## src/rtl/frame_buffer_ctrl_if.sv

```systemverilog
`default_nettype none
// ============================================================================
// Module      : frame_buffer_ctrl_if
// Description : Frame pulses in, buffer ownership and addresses out, for the
//               triple-buffer scheduler.
// Revision    : 1.0 - initial release
// ============================================================================
interface frame_buffer_ctrl_if #(
    parameter int AXI_ADDR_WIDTH = 32
);
    logic                      wr_frame_start;
    logic                      wr_frame_done;
    logic                      rd_frame_start;
    logic [AXI_ADDR_WIDTH-1:0] wr_base_addr;
    logic [AXI_ADDR_WIDTH-1:0] rd_base_addr;
    logic [1:0]                wr_idx;
    logic [1:0]                rd_idx;
    logic                      rd_valid;
    logic [15:0]               drop_count;
    logic [15:0]               repeat_count;
    logic [1:0]                state;

    modport master (
        output wr_frame_start, wr_frame_done, rd_frame_start,
        input  wr_base_addr, rd_base_addr, wr_idx, rd_idx, rd_valid,
               drop_count, repeat_count, state
    );

    modport slave (
        input  wr_frame_start, wr_frame_done, rd_frame_start,
        output wr_base_addr, rd_base_addr, wr_idx, rd_idx, rd_valid,
               drop_count, repeat_count, state
    );
endinterface
`default_nettype wire

```

## src/rtl/frame_buffer_ctrl.sv

```systemverilog
`default_nettype none
// ============================================================================
// Module      : frame_buffer_ctrl
// Description : Triple-buffer scheduler handing DDR frame base addresses to
//               the camera writer and the HDMI reader.
// Revision    : 1.0 - initial release
// ============================================================================
module frame_buffer_ctrl #(
    parameter int                        AXI_ADDR_WIDTH = 32,
    parameter logic [AXI_ADDR_WIDTH-1:0] BUF0_ADDR      = 32'h1000_0000,
    parameter logic [AXI_ADDR_WIDTH-1:0] BUF_STRIDE     = 32'h0004_0000
) (
    input  logic                clk_100Mhz,
    input  logic                rst,
    frame_buffer_ctrl_if.slave  bus
);
    localparam logic [1:0]  c_st_idle    = 2'd0;
    localparam logic [1:0]  c_st_writing = 2'd1;
    localparam logic [1:0]  c_st_commit  = 2'd2;
    localparam logic [15:0] c_cnt_max    = 16'hFFFF;

    logic [1:0]                state_q, state_d;
    logic [1:0]                wr_idx_q, wr_idx_d;
    logic [1:0]                rd_idx_q, rd_idx_d;
    logic [1:0]                pend_idx_q, pend_idx_d;
    logic                      pend_new_q, pend_new_d;
    logic                      start_pend_q, start_pend_d;
    logic                      rd_valid_q, rd_valid_d;
    logic [15:0]               drop_count_q, drop_count_d;
    logic [15:0]               repeat_count_q, repeat_count_d;
    logic [AXI_ADDR_WIDTH-1:0] wr_base_addr_q, wr_base_addr_d;
    logic [AXI_ADDR_WIDTH-1:0] rd_base_addr_q, rd_base_addr_d;

    // Ownership after the writer commit, before the reader is considered
    logic [1:0]                w_cm_wr_idx;
    logic [1:0]                w_cm_pend_idx;
    logic                      w_cm_pend_new;

    always_comb begin
        state_d        = state_q;
        start_pend_d   = start_pend_q;
        rd_valid_d     = rd_valid_q;
        drop_count_d   = drop_count_q;
        repeat_count_d = repeat_count_q;
        w_cm_wr_idx    = wr_idx_q;
        w_cm_pend_idx  = pend_idx_q;
        w_cm_pend_new  = pend_new_q;

        case (state_q)
            c_st_idle: begin
                if (bus.wr_frame_start) state_d = c_st_writing;
            end
            c_st_writing: begin
                if (bus.wr_frame_done) begin
                    state_d      = c_st_commit;
                    start_pend_d = bus.wr_frame_start;
                end else if (bus.wr_frame_start && drop_count_q != c_cnt_max) begin
                    drop_count_d = drop_count_q + 16'd1;
                end
            end
            c_st_commit: begin
                w_cm_wr_idx   = pend_idx_q;
                w_cm_pend_idx = wr_idx_q;
                w_cm_pend_new = 1'b1;
                rd_valid_d    = 1'b1;
                start_pend_d  = 1'b0;
                state_d = (start_pend_q || bus.wr_frame_start) ? c_st_writing : c_st_idle;
            end
            default: state_d = c_st_idle;
        endcase

        wr_idx_d   = w_cm_wr_idx;
        rd_idx_d   = rd_idx_q;
        pend_idx_d = w_cm_pend_idx;
        pend_new_d = w_cm_pend_new;

        // Reader sees the post-commit pending buffer, so a coincident commit is shown at once
        if (bus.rd_frame_start) begin
            if (w_cm_pend_new) begin
                rd_idx_d   = w_cm_pend_idx;
                pend_idx_d = rd_idx_q;
                pend_new_d = 1'b0;
            end else if (rd_valid_q && repeat_count_q != c_cnt_max) begin
                repeat_count_d = repeat_count_q + 16'd1;
            end
        end

        wr_base_addr_d = BUF0_ADDR + AXI_ADDR_WIDTH'(wr_idx_d) * BUF_STRIDE;
        rd_base_addr_d = BUF0_ADDR + AXI_ADDR_WIDTH'(rd_idx_d) * BUF_STRIDE;
    end

    always_ff @(posedge clk_100Mhz) begin
        if (rst) begin
            state_q        <= c_st_idle;
            wr_idx_q       <= 2'd0;
            rd_idx_q       <= 2'd1;
            pend_idx_q     <= 2'd2;
            pend_new_q     <= 1'b0;
            start_pend_q   <= 1'b0;
            rd_valid_q     <= 1'b0;
            drop_count_q   <= 16'd0;
            repeat_count_q <= 16'd0;
            wr_base_addr_q <= BUF0_ADDR;
            rd_base_addr_q <= BUF0_ADDR + BUF_STRIDE;
        end else begin
            state_q        <= state_d;
            wr_idx_q       <= wr_idx_d;
            rd_idx_q       <= rd_idx_d;
            pend_idx_q     <= pend_idx_d;
            pend_new_q     <= pend_new_d;
            start_pend_q   <= start_pend_d;
            rd_valid_q     <= rd_valid_d;
            drop_count_q   <= drop_count_d;
            repeat_count_q <= repeat_count_d;
            wr_base_addr_q <= wr_base_addr_d;
            rd_base_addr_q <= rd_base_addr_d;
        end
    end

    assign bus.state        = state_q;
    assign bus.wr_idx       = wr_idx_q;
    assign bus.rd_idx       = rd_idx_q;
    assign bus.rd_valid     = rd_valid_q;
    assign bus.drop_count   = drop_count_q;
    assign bus.repeat_count = repeat_count_q;
    assign bus.wr_base_addr = wr_base_addr_q;
    assign bus.rd_base_addr = rd_base_addr_q;
endmodule
`default_nettype wire

```

## src/flat_wrapper.sv

```systemverilog
// flat-port wrapper written by rule: the top's interface ports become plain ports
module frame_buffer_ctrl_flat 
#(
    parameter int                        AXI_ADDR_WIDTH = 32,
    parameter logic [AXI_ADDR_WIDTH-1:0] BUF0_ADDR      = 32'h1000_0000,
    parameter logic [AXI_ADDR_WIDTH-1:0] BUF_STRIDE     = 32'h0004_0000
)
  (clk_100Mhz, rst, bus_wr_frame_start, bus_wr_frame_done, bus_rd_frame_start, bus_wr_base_addr, bus_rd_base_addr, bus_wr_idx, bus_rd_idx, bus_rd_valid, bus_drop_count, bus_repeat_count, bus_state);
  frame_buffer_ctrl_if #(.AXI_ADDR_WIDTH(AXI_ADDR_WIDTH)) bus_i ();
  input  logic clk_100Mhz;
  input  logic rst;
  input wire logic [$bits(bus_i.wr_frame_start)-1:0] bus_wr_frame_start;
  input wire logic [$bits(bus_i.wr_frame_done)-1:0] bus_wr_frame_done;
  input wire logic [$bits(bus_i.rd_frame_start)-1:0] bus_rd_frame_start;
  output wire logic [$bits(bus_i.wr_base_addr)-1:0] bus_wr_base_addr;
  output wire logic [$bits(bus_i.rd_base_addr)-1:0] bus_rd_base_addr;
  output wire logic [$bits(bus_i.wr_idx)-1:0] bus_wr_idx;
  output wire logic [$bits(bus_i.rd_idx)-1:0] bus_rd_idx;
  output wire logic [$bits(bus_i.rd_valid)-1:0] bus_rd_valid;
  output wire logic [$bits(bus_i.drop_count)-1:0] bus_drop_count;
  output wire logic [$bits(bus_i.repeat_count)-1:0] bus_repeat_count;
  output wire logic [$bits(bus_i.state)-1:0] bus_state;
  assign bus_i.wr_frame_start = bus_wr_frame_start;
  assign bus_i.wr_frame_done = bus_wr_frame_done;
  assign bus_i.rd_frame_start = bus_rd_frame_start;
  assign bus_wr_base_addr = bus_i.wr_base_addr;
  assign bus_rd_base_addr = bus_i.rd_base_addr;
  assign bus_wr_idx = bus_i.wr_idx;
  assign bus_rd_idx = bus_i.rd_idx;
  assign bus_rd_valid = bus_i.rd_valid;
  assign bus_drop_count = bus_i.drop_count;
  assign bus_repeat_count = bus_i.repeat_count;
  assign bus_state = bus_i.state;
  frame_buffer_ctrl #(.AXI_ADDR_WIDTH(AXI_ADDR_WIDTH), .BUF0_ADDR(BUF0_ADDR), .BUF_STRIDE(BUF_STRIDE)) u_core (.clk_100Mhz(clk_100Mhz), .rst(rst), .bus(bus_i));
endmodule
```

## config.mk

```make
export PLATFORM = sky130hd
export DESIGN_NAME = frame_buffer_ctrl_flat
export DESIGN_NICKNAME = d
export VERILOG_FILES = /design/src/rtl/frame_buffer_ctrl_if.sv /design/src/rtl/frame_buffer_ctrl.sv /design/src/flat_wrapper.sv
export SDC_FILE = /design/constraint.sdc
export NUM_CORES = 1
export LEC_CHECK = 0
export BUFFER_PORTS_ARGS = -buffer_cell sky130_fd_sc_hd__buf_4
export CORE_UTILIZATION = 44
export CTS_CLUSTER_DIAMETER = 120
export DETAILED_ROUTE_END_ITERATION = 16
export HOLD_SLACK_MARGIN = 0.15
export PLACE_DENSITY = 0.77
export SLEW_MARGIN = 20
export SYNTH_ARGS = -nofsm -noshare
export SYNTH_HDL_FRONTEND = slang
export SYNTH_SLANG_ARGS = --single-unit
```

## constraint.sdc

```tcl
create_clock -name clk_100Mhz -period 2.1 [get_ports clk_100Mhz]
set_input_delay 0.105 -clock clk_100Mhz [delete_from_list [all_inputs] [get_ports clk_100Mhz]]
set_output_delay 0.105 -clock clk_100Mhz [all_outputs]
set_load 0.01 [all_outputs]
```

==> out/qor.yml <==
placed_design:
  postPlaceCellArea_um2: 2890
  hpwl_mm: 3.70
  place_inst: 438
  routabilityCongestion: 0.822
  portBuffers: 47
hold_path:
  hold_end: "u_core.bus.state[0]$_SDFFE_PP0P_"
  hold_start: "bus_wr_frame_start"
  hold_path_class: "input pin to flip-flop"
  whs_path_depth: 4
floorplanning:
  die_h_um: 80.3
  placementRows: 28
  io_pins: 108
  die-area_um2: 6440
  core-area_um2: 5920
  start_util_pct: 45.5
  die_w_um: 80.3
sta:
  setup-violations-final: 0
  hold_viol_final: 0
  slew_headroom_pct: 65.9
  slew_violations: 0
  period_share_pct: 97.0
  whs_ps: 194
  clock.fmax_ghz: 0.491
  worst_pin_slew_ps: 512
  final.min_clock_period_ps: 2040
  clock_skew_ps: 10.0
synth:
  ys_warn_count: 0
  synth_area_um2: 2700
  async_reset_ff_share_pct: 0
  synthDistinctLibCells: 46
  synth-seq-cells: 43
  synth_seq_area_share_pct: 31.9
  syn_inst: 327
  synth_top_area_cell: "dfxtp_1"
  yosys-top-cells-area: "dfxtp_1, buf_4, mux2_2"
  synth_edf_count: 0
  synth_top_area_share_pct: 31.9
  avgSynthCellArea_um2: 8.24
  ys.flop_type: "dfxtp_1"
grt:
  grt_pass1_wl_mm: 8.27
  grt_start_max_net_pins: 55
  antenna_found_initial: 0
  grt_pass1_vias: 1832
  gr-total-overflow: 0
  globalRouteTotalUtil_pct: 16.3
routing:
  dr_wl_met3_um: 250
  drtIter0Drc: 99
  drt_pass1_iterations: 4
  ant_nets: 0
  wl_met1_mm: 2.26
  vias_per_cell: 5.02
  wirelength_mm: 5.15
  num_vias: 2242
  post_drt_wl_per_cell_um: 11.5
  met2WireLength_mm: 2.58
  top_layer: "met4"
  route.detailed.drc: 0
cells_and_area:
  drive_gt1_share_pct: 23.1
  final_nets: 379
  final_util_pct: 51.1
  final_area_um2: 3020
  finalNonFillerCells: 447
  syn_to_final_growth_pct: 12.2
  n_antenna_cell: 0
  nFillCells: 582
power:
  power.leakage_nw: 1.26
  pwr-share-comb_pct: 7.9
  p_sw_uw: 393
  swShare_pct: 24.6
  ir_worst_vdd_v: 0.000305
  pwr-share-seq_pct: 52.0
  powerDensity_nw_per_um2: 529
  p_clk_share_pct: 40.1
  internal_power_mw: 1.21
status:
  status: "complete, no violations"
critical_path:
  r2r_slack_ps: 60
  cp_data_arrival_time_ps: 2260
  worst-path-buf-inv: 0
  endpoint_kind: "flip-flop"
  path_delay_family: "simple AND/OR/NAND/NOR gates"
  r2r_start: "u_core.bus.repeat_count[1]$_SDFFE_PP0P_"
  start_kind: "flip-flop"
  slowest_delay_ps: 600
  cp_cell_sequence: "ha_2 -> nand4_2 -> or4b_4 -> or4_1 -> a21oi_1"
  r2r-end: "u_core.bus.repeat_count[14]$_SDFFE_PP0P_"
  cp_max_fo: 8
  crit_required_ps: 2320
  r2r_cells: 5
  crit_type: "flip-flop to flip-flop"
  crit_path_top_delay_cell: "or4b_4"
cts:
  clock_latency_ps: 300
  max-clock-path-buffers: 2
  postCtsSetupBuffers: 0
  clock-sinks: 43
  cts.clk_slew.worst_paths_ps: 80
  cts_buffers: 5
  ctsHtreeMaxLevel: 2
  cts_tree: "done"
  cts-root-buf: "clkbuf_8"
run:
  maxCapViolations: 0
sequential cells by signal (all words and copies together), names as in the netlist:
name / count
u_core.bus.drop_count: 16
u_core.bus.repeat_count: 16
u_core.bus.rd_base_addr: 2
u_core.bus.state: 2
u_core.bus.wr_base_addr: 2
u_core.pend_idx_q: 2
u_core.bus.rd_valid: 1
u_core.pend_new_q: 1
u_core.start_pend_q: 1
per-layer routing:
metal | global-route usage (%) | vias up
met4 | 6.25 | 0
met1 | 20.5 | 1031
met3 | 3.98 | 6
met2 | 26.9 | 77
met5 | 0 | -
li1 | - | 1128
Yosys cell counts (2+ instances only):
library cell	number
nor3_1	5
and2_1	2
nand4_1	9
clkbuf_1	9
nand2_1	23
and3_1	2
o21ai_0	5
and4_1	6
ha_1	2
o41ai_1	2
buf_4	64
o31ai_1	8
buf_2	3
a311oi_1	2
or2_2	3
mux2i_1	5
a211oi_1	2
or4_1	8
inv_1	7
dfxtp_1	43
nand2b_1	2
nor2_1	26
nor4_1	8
nand3_1	9
nor4b_1	2
conb_1	2
or3_1	4
a31oi_1	2
mux2_2	15
nor2b_1	14
a21oi_1	18
timing repair:
item / CTS / global route
pin swaps: 0 / 1
hold buffers: 2 / 0
gates resized for setup: 1 / 3
endpoints found under the hold margin: 3 / 0
setup endpoints to repair: 3 / 3
stage by stage:
stage	power, mW	setup slack (ps)	setup TNS (ps)
finish	1.60	62.3	0
global route	1.67	-8.82	-8.82
CTS	1.62	15.0	0
detailed placement	0.975	0.905	0
global placement	0.972	85.0	0
floorplan	1.03	83.4	0
how the worst max path moves through the flow:
stage,from,to,slack [ps],depth (start not counted)
after floorplan,u_core.bus.repeat_count[0]$_SDFFE_PP0P_,u_core.bus.repeat_count[12]$_SDFFE_PP0P_,80,6
after global placement,u_core.bus.repeat_count[0]$_SDFFE_PP0P_,u_core.bus.repeat_count[10]$_SDFFE_PP0P_,90,5
after detailed placement,u_core.bus.repeat_count[0]$_SDFFE_PP0P_,u_core.bus.repeat_count[14]$_SDFFE_PP0P_,0.9,5
after CTS,u_core.bus.repeat_count[0]$_SDFFE_PP0P_,u_core.bus.repeat_count[14]$_SDFFE_PP0P_,20,5
after global routing,u_core.bus.repeat_count[1]$_SDFFE_PP0P_,u_core.bus.repeat_count[14]$_SDFFE_PP0P_,-9,5
final,u_core.bus.repeat_count[1]$_SDFFE_PP0P_,u_core.bus.repeat_count[14]$_SDFFE_PP0P_,60,5
power by group through the flow:
stage | clock [mW] | combinational, mW | sequential, mW
global placement | 0 | 0.121 | 0.851
finish | 0.640 | 0.127 | 0.831
floorplan | 0 | 0.177 | 0.852
detailed placement | 0 | 0.124 | 0.852
global route | 0.690 | 0.146 | 0.833
CTS | 0.656 | 0.126 | 0.832
layout make-up:
cell class              count  area, µm²  area share [%]
repair buffers             57        433            14.3
clock buffers               5       68.8            2.28
clock inverters             2       37.5            1.24
well taps                  75       93.8            3.10
flip-flops and latches     43        865            28.6
multi-input cells         258       1500            49.6
inverters                   7       26.3           0.869
worst reg2reg max path, cell delays in order (launching register included):
cell and delay [ps]:
dfxtp_1 370, ha_2 230, nand4_2 150, or4b_4 600, or4_1 430, a21oi_1 180
logic make-up after synthesis:
kind of cell,Yosys count,synth area share (%)
buffers and inverters,84,20.8
AO/OA/AOI/OAI,45,10.7
flip-flops,43,31.9
AND/OR/NAND/NOR,131,27.3
multiplexers,20,8.12
adder cells (fa/ha/maj),2,0.928
other,2,0.279
cell usage in the layout (no fill, tap or decap), types with 2 or more instances in the layout:
cell / count
conb_1: 60
inv_1: 7
nand2_1: 23
dfxtp_1: 42
nor3_1: 5
and4_1: 6
clkbuf_8: 5
mux2i_1: 5
o41ai_1: 2
o31ai_1: 8
nor4b_1: 2
nand4_1: 9
nand3_1: 9
a211oi_1: 2
nor2b_1: 14
buf_4: 55
and3_1: 2
and2_1: 2
mux2_2: 15
nand2b_1: 2
nor2_1: 26
or3_1: 4
nor4_1: 8
dlygate4sd3_1: 2
or2_2: 3
a21oi_1: 18
o21ai_0: 5
or4_1: 8
a311oi_1: 2
a31oi_1: 2
No activity file was read; power rests on OpenSTA's default activity.
